<file path="src/rtl/ttm4_alu_sequencer_if.sv">
// Program-ROM handshake and ALU control/flag bundle for the TTM4 sequencer.
// master = sequencer side, slave = ROM/ALU side.
interface ttm4_alu_sequencer_if #(
   parameter int PC_W = 4
);
   logic            ROM_REQ;
   logic [PC_W-1:0] ROM_ADDR;
   logic            ROM_ACK;
   logic [7:0]      ROM_DATA;
   logic [3:0]      IM;
   logic [1:0]      SEL;
   logic            nFA_EN;
   logic            nAND_EN;
   logic            nOR_EN;
   logic            nXOR_EN;
   logic            A_LD;
   logic            B_LD;
   logic            OUT_LD;
   logic            Z_FLAG;
   logic            C_FLAG;

   modport master (
      output ROM_REQ, ROM_ADDR,
      input  ROM_ACK, ROM_DATA,
      output IM, SEL, nFA_EN, nAND_EN, nOR_EN, nXOR_EN, A_LD, B_LD, OUT_LD,
      input  Z_FLAG, C_FLAG
   );

   modport slave (
      input  ROM_REQ, ROM_ADDR,
      output ROM_ACK, ROM_DATA,
      input  IM, SEL, nFA_EN, nAND_EN, nOR_EN, nXOR_EN, A_LD, B_LD, OUT_LD,
      output Z_FLAG, C_FLAG
   );
endinterface

</file>
<file path="src/rtl/ttm4_alu_sequencer.sv">
// TTM4 fetch/execute controller: fetches 8-bit instructions, decodes ALU controls and jumps.
// Optional TTM4_SINGLE_STEP_EN adds a STEP input gating each fetch to one STEP rising edge.
module ttm4_alu_sequencer #(
   parameter int PC_W = 4
) (
   input  logic CLK,
   input  logic RST,
   input  logic RUN,
`ifdef TTM4_SINGLE_STEP_EN
   input  logic STEP,
`endif
   output logic HALTED,
   ttm4_alu_sequencer_if.master bus
);

   typedef enum logic [1:0] {
      IDLE  = 2'd0,
      FETCH = 2'd1,
      EXEC  = 2'd2,
      HALT  = 2'd3
   } state_t;

   state_t          r_state;
   state_t          w_next;
   logic [PC_W-1:0] r_pc;
   logic [PC_W-1:0] w_pcNext;
   logic [7:0]      r_ir;
   logic [3:0]      w_op;
   logic [3:0]      w_imm;
   logic            w_fetchGo;
   logic            w_ackTake;
   logic            w_taken;

   assign w_op      = r_ir[7:4];
   assign w_imm     = r_ir[3:0];
   assign w_ackTake = (r_state == FETCH) && w_fetchGo && bus.ROM_ACK;

`ifdef TTM4_SINGLE_STEP_EN
   logic r_stepSync;
   logic r_stepQ;
   logic r_stepArmed;

   // One armed fetch per STEP rising edge, seen through a two-stage sample of STEP.
   always_ff @(posedge CLK or negedge RST) begin
      if (!RST) begin
         r_stepSync  <= 1'b0;
         r_stepQ     <= 1'b0;
         r_stepArmed <= 1'b0;
      end else begin
         r_stepSync <= STEP;
         r_stepQ    <= r_stepSync;
         if (w_ackTake)
            r_stepArmed <= 1'b0;
         else if (r_stepSync && !r_stepQ && (r_state != HALT))
            r_stepArmed <= 1'b1;
      end
   end

   assign w_fetchGo = r_stepArmed;
`else
   assign w_fetchGo = 1'b1;
`endif

   always_ff @(posedge CLK or negedge RST) begin
      if (!RST) begin
         r_state <= IDLE;
         r_pc    <= '0;
         r_ir    <= 8'h00;
      end else begin
         r_state <= w_next;
         r_pc    <= w_pcNext;
         if (w_ackTake)
            r_ir <= bus.ROM_DATA;
      end
   end

   // Controls are purely a function of state and IR, so reset clears them at once.
   always_comb begin
      w_next       = r_state;
      w_pcNext     = r_pc;
      w_taken      = 1'b0;
      HALTED       = 1'b0;
      bus.ROM_REQ  = 1'b0;
      bus.ROM_ADDR = '0;
      bus.IM       = 4'h0;
      bus.SEL      = 2'b00;
      bus.nFA_EN   = 1'b1;
      bus.nAND_EN  = 1'b1;
      bus.nOR_EN   = 1'b1;
      bus.nXOR_EN  = 1'b1;
      bus.A_LD     = 1'b0;
      bus.B_LD     = 1'b0;
      bus.OUT_LD   = 1'b0;

      case (r_state)
         IDLE: begin
            if (RUN)
               w_next = FETCH;
         end

         FETCH: begin
            bus.ROM_REQ  = w_fetchGo;
            bus.ROM_ADDR = r_pc;
            if (w_ackTake)
               w_next = EXEC;
         end

         EXEC: begin
            bus.IM = w_imm;
            case (w_op)
               4'h0, 4'h1, 4'h2, 4'h3: begin
                  bus.SEL    = w_op[1:0];
                  bus.nFA_EN = 1'b0;
                  bus.A_LD   = 1'b1;
               end
               4'h4, 4'h5: begin
                  bus.SEL     = {1'b0, w_op[0]};
                  bus.nAND_EN = 1'b0;
                  bus.A_LD    = 1'b1;
               end
               4'h6, 4'h7: begin
                  bus.SEL    = {1'b0, w_op[0]};
                  bus.nOR_EN = 1'b0;
                  bus.A_LD   = 1'b1;
               end
               4'h8, 4'h9: begin
                  bus.SEL     = {1'b0, w_op[0]};
                  bus.nXOR_EN = 1'b0;
                  bus.A_LD    = 1'b1;
               end
               4'hA: w_taken = 1'b1;
               4'hB: w_taken = bus.Z_FLAG;
               4'hC: w_taken = bus.C_FLAG;
               4'hD: bus.B_LD = 1'b1;
               4'hE: bus.OUT_LD = 1'b1;
               default: ;
            endcase

            // HLT freezes the PC; everything else steps or jumps, wrapping at 2^PC_W.
            if (w_op == 4'hF) begin
               w_next = HALT;
            end else begin
               w_pcNext = w_taken ? PC_W'(w_imm) : r_pc + PC_W'(1);
               w_next   = RUN ? FETCH : IDLE;
            end
         end

         HALT: begin
            HALTED = 1'b1;
         end

         default: w_next = IDLE;
      endcase
   end

endmodule
</file>
<file path="src/flat_wrapper.sv">
// flat-port wrapper written by rule: the top's interface ports become plain ports
module ttm4_alu_sequencer_flat 
#(
   parameter int PC_W = 4
)
  (CLK, RST, RUN, HALTED, bus_ROM_REQ, bus_ROM_ADDR, bus_ROM_ACK, bus_ROM_DATA, bus_IM, bus_SEL, bus_nFA_EN, bus_nAND_EN, bus_nOR_EN, bus_nXOR_EN, bus_A_LD, bus_B_LD, bus_OUT_LD, bus_Z_FLAG, bus_C_FLAG);
  ttm4_alu_sequencer_if #(.PC_W(PC_W)) bus_i ();
  input  logic CLK;
  input  logic RST;
  input  logic RUN;
  output logic HALTED;
  output wire logic [$bits(bus_i.ROM_REQ)-1:0] bus_ROM_REQ;
  output wire logic [$bits(bus_i.ROM_ADDR)-1:0] bus_ROM_ADDR;
  input wire logic [$bits(bus_i.ROM_ACK)-1:0] bus_ROM_ACK;
  input wire logic [$bits(bus_i.ROM_DATA)-1:0] bus_ROM_DATA;
  output wire logic [$bits(bus_i.IM)-1:0] bus_IM;
  output wire logic [$bits(bus_i.SEL)-1:0] bus_SEL;
  output wire logic [$bits(bus_i.nFA_EN)-1:0] bus_nFA_EN;
  output wire logic [$bits(bus_i.nAND_EN)-1:0] bus_nAND_EN;
  output wire logic [$bits(bus_i.nOR_EN)-1:0] bus_nOR_EN;
  output wire logic [$bits(bus_i.nXOR_EN)-1:0] bus_nXOR_EN;
  output wire logic [$bits(bus_i.A_LD)-1:0] bus_A_LD;
  output wire logic [$bits(bus_i.B_LD)-1:0] bus_B_LD;
  output wire logic [$bits(bus_i.OUT_LD)-1:0] bus_OUT_LD;
  input wire logic [$bits(bus_i.Z_FLAG)-1:0] bus_Z_FLAG;
  input wire logic [$bits(bus_i.C_FLAG)-1:0] bus_C_FLAG;
  assign bus_ROM_REQ = bus_i.ROM_REQ;
  assign bus_ROM_ADDR = bus_i.ROM_ADDR;
  assign bus_i.ROM_ACK = bus_ROM_ACK;
  assign bus_i.ROM_DATA = bus_ROM_DATA;
  assign bus_IM = bus_i.IM;
  assign bus_SEL = bus_i.SEL;
  assign bus_nFA_EN = bus_i.nFA_EN;
  assign bus_nAND_EN = bus_i.nAND_EN;
  assign bus_nOR_EN = bus_i.nOR_EN;
  assign bus_nXOR_EN = bus_i.nXOR_EN;
  assign bus_A_LD = bus_i.A_LD;
  assign bus_B_LD = bus_i.B_LD;
  assign bus_OUT_LD = bus_i.OUT_LD;
  assign bus_i.Z_FLAG = bus_Z_FLAG;
  assign bus_i.C_FLAG = bus_C_FLAG;
  ttm4_alu_sequencer #(.PC_W(PC_W)) u_core (.CLK(CLK), .RST(RST), .RUN(RUN), .HALTED(HALTED), .bus(bus_i));
endmodule
</file>
<file path="config.mk">
export PLATFORM = sky130hd
export DESIGN_NAME = ttm4_alu_sequencer_flat
export DESIGN_NICKNAME = d
export VERILOG_FILES = /design/src/rtl/ttm4_alu_sequencer_if.sv /design/src/rtl/ttm4_alu_sequencer.sv /design/src/flat_wrapper.sv
export SDC_FILE = /design/constraint.sdc
export NUM_CORES = 1
export LEC_CHECK = 0
export CAP_MARGIN = 20
export CORE_UTILIZATION = 25
export DETAILED_ROUTE_END_ITERATION = 12
export PLACE_DENSITY = 0.56
export SLEW_MARGIN = 25
export SYNTH_ARGS = -nofsm -noshare
export SYNTH_HDL_FRONTEND = slang
export SYNTH_SLANG_ARGS = --single-unit
</file>
<file path="constraint.sdc">
create_clock -name CLK -period 2.1 [get_ports CLK]
set_input_delay 0.42 -clock CLK [delete_from_list [all_inputs] [get_ports CLK]]
set_output_delay 0.42 -clock CLK [all_outputs]
set_load 0.02 [all_outputs]
</file>
==> impl_results.md <==
- Worst-path cell chain: inv_1 > ha_4 > nand2_1 > nor3_1 > clkdlybuf4s15_1
- Leakage power: 0.554 nW
- Sw power: 712 uW
- Ant. Diodes: 0
- # IOs: 33
- Final design utilization: 38.4%
- Pins over their slew limit: 0
- Clock Sink Count: 14
- Pre-antenna DRT Iters: 4
- Final RePlAce weighted congestion: 0.739
- Rel. slew slack: 55.7%
- Max frequency: 506 MHz
- Fin worst setup slack: 0.122 ns
- RSZ-0062 raised after global routing: no
- VDD IR max: 0.000317 V
- Part of the cycle the worst path needs: 94.2%
- Setup-failing EPs final: 0
- CTS Buffer Depth: 2
- Die W: 61.9 um
- Post-synth top area cell: dfrtp_1
- Clock transition at path regs: 0.08 ns
- Critical Path AT: 1.56 ns
- DR iter-0 viols: 36
- Row cnt: 21
- Worst Path Max Fanout: 4
- Die area: 0.00384 mm2
- Crit path required time: 1.68 ns
- Initial antenna violation count: 0
- Total power draw: 1.61 mW
- Hold Slack: 0.538 ns
- CP max-delay cell: dfrtp_1
- Status: completed
- Sw frac: 44.2%
- Synth warnings: 0
- Count of final hold-check violations: 0
- Post-synthesis mux area share: 10.0%
- Insertion delay to the later sink of the worst-skew pair: 0.27 ns
- DP Wirelength: 1680 um
- Sequential area share after synthesis: 39.0%
- Crit. Startpoint: u_core.r_state[0]
- Post-synthesis compound-gate area fraction: 14.6%
- Tot GR Track Use: 12.6%
- Simple-gate share of the synthesized area: 25.1%
- CTS buffer count: 3
- Die Span Y: 61.9 um
- Routed WL: 2140 um
- Layout area overhead: 45.0%
- Core area: 0.00339 mm2
- Setup TNS: 0 ns
- Slew @ Worst Pin: 0.662 ns
- WL/cell: 12.3 um
- Xor and xnor fraction of the mapped netlist area: 0%
- Most area-consuming cells after synthesis: dfrtp_1, mux2_2, ha_1, and2_1, nand2_1
- Worst Skew: 0.00123 ns
- Worst setup EP type: primary output
- Peak per-stage delay on the critical path: 0.39 ns
- Root Buffer: clkbuf_4
- Grt ovf: 0
- DRC viols: 0
- Detail Route Antenna Nets: 0
- Yosys cell types: 33
- Synth Instances: 92
- Hold path startpoint: u_core.r_ir[0]
- Startpoint Class: flop
- First-pass GRT wire length: 3530 um
- Average size of a mapped cell: 9.76 um2
- Largest net degree at the start of global routing: 15
- DR vias/cell: 4.66
- Largest family of logic cells by synthesized area: simple AND/OR/NAND/NOR gates
- TritonCTS clock tree: built
- Clk pwr share: 9.1%
- Initial Util: 26.5%
- Post-synth top area share: 39.0%
- Seq cells post-synth: 14
- Buffers on Ports: 32
- Minimum clock period: 1.98 ns
- H-tree depth: 1
- Max Cap Viol: 0
- Hold Path Class: reg2reg
- Reg-to-Reg Start: u_core.r_ir[7]
- Critical path's top delay family: buffers and inverters
- Pint: 898 uW
- Final net count: 149
- WP buf/inv: 2
- Dpl ws: 0.0327 ns
- Vias in the first global route: 772
- Critical path type: reg2out
- Share of post-route cells with drive strength above 1: 20.3%
- Cell Area, Synth: 898 um2
- Syn nets: 111
- Gate power share: 56.2%
- Via count: 811
- Flop pwr share: 34.7%
- Power Density: 1240 mW/mm2
- Synth Area in Adders: 6.96%
-- layer usage --
metal | track usage, % | wire, um | vias up
met5 | 0 | 0 | -
met2 | 20.2 | 996 | 17
li1 | - | - | 405
met3 | 2.48 | 83 | 2
met4 | 4.76 | 21 | 0
met1 | 16.7 | 1040 | 387
-- cell usage after synthesis --
library cell and count:
dfrtp_1 14, and2_1 9, nand2_1 9, mux2_2 8, inv_1 6, ha_1 5, nand3_1 5, nand4_1 4
o21ai_0 4, and3_1 2, clkbuf_1 2, nor2_1 2, nor3_1 2, a2111oi_1 1, a211o_1 1, a21boi_0 1
a221oi_1 1, a22o_1 1, a311o_1 1, a31o_2 1, a32o_1 1, and2_2 1, buf_2 1, inv_2 1
nand2b_1 1, nand3b_1 1, nand4b_1 1, nand4bb_1 1, nor2b_1 1, nor3b_1 1, o221ai_1 1, o22a_1 1
o31ai_4 1
-- power by group through the flow --
stage                     Combinational [mW]  Clock [mW]  Sequential, mW
after floorplan                        0.655           0           0.500
after global placement                 0.938           0           0.557
after detailed placement               0.955           0           0.564
after CTS                              0.901       0.155           0.557
after global routing                    1.01       0.167           0.590
final                                  0.904       0.147           0.559
-- worst register-to-register path, delay by kind of cell (launching register included) --
| kind | cells | cell delay (ns) |
|---|---|---|
| AOI/OAI and AO/OA | 2 | 0.51 |
| buffers and inverters | 1 | 0.22 |
| DFF | 1 | 0.47 |
| and+or+nand+nor | 2 | 0.39 |
-- flip-flops by register name (all words and copies together) (netlist names) --
name            count
u_core.r_ir         8
u_core.r_state      2
u_core.r_pc         4
-- cells by family (layout without fill, tap and decap cells) --
logic type | after synthesis | after routing
buffers and inverters | 10 | 46
multiplexers | 8 | 8
adder cells (fa/ha/maj) | 5 | 5
flip-flops | 14 | 14
AND/OR/NAND/NOR | 40 | 40
AO/OA/AOI/OAI | 15 | 15
-- through the flow --
step	instance area, um2	cells
finish	1300	174
floorplan	898	92
global route	1300	174
detailed placement	1290	171
CTS	1300	174
global placement	1290	171
-- final cells by class --
cell class / count / area (um2)
Timing Repair Buffer: 36 / 319
Fill cell: 338 / 2090
Inverter: 7 / 26.3
Tap cell: 46 / 57.6
Clock buffer: 3 / 22.5
Multi-Input combinational cell: 68 / 527
Sequential cell: 14 / 350
-- layout by cell type, fill, tap and decap left out, types with 2 or more instances in the layout --
cell type        instances
clkdlybuf4s50_1         14
dfrtp_1                 14
and2_1                   9
nand2_1                  9
dlygate4sd2_1            9
mux2_2                   8
inv_1                    6
nand3_1                  5
clkdlybuf4s15_1          5
o21ai_0                  4
nand4_1                  4
clkbuf_2                 4
buf_4                    4
ha_1                     3
clkbuf_4                 3
and3_1                   2
nor3_1                   2
-- final timing paths --
kind / end / slack, ns / cells after the start
min in group asynchronous: u_core.r_pc[2] / 0.55 / 1
max in group asynchronous: u_core.r_ir[5] / 1.13 / 1
worst min register to register: u_core.r_ir[0] / 0.54 / 1
worst max register to register: u_core.r_pc[3] / 0.40 / 5
worst min-delay path: u_core.r_ir[0] / 0.54 / 1
worst max-delay path: bus_OUT_LD / 0.12 / 5
-- repair_timing --
action / in CTS / in global routing
pin swaps: 0 / 0
buffers inserted: 0 / 0
endpoints found under the setup margin: 18 / 13
hold buffers: 0 / 0
gates resized for setup: 20 / 16
No activity file was read; power rests on OpenSTA's default activity.
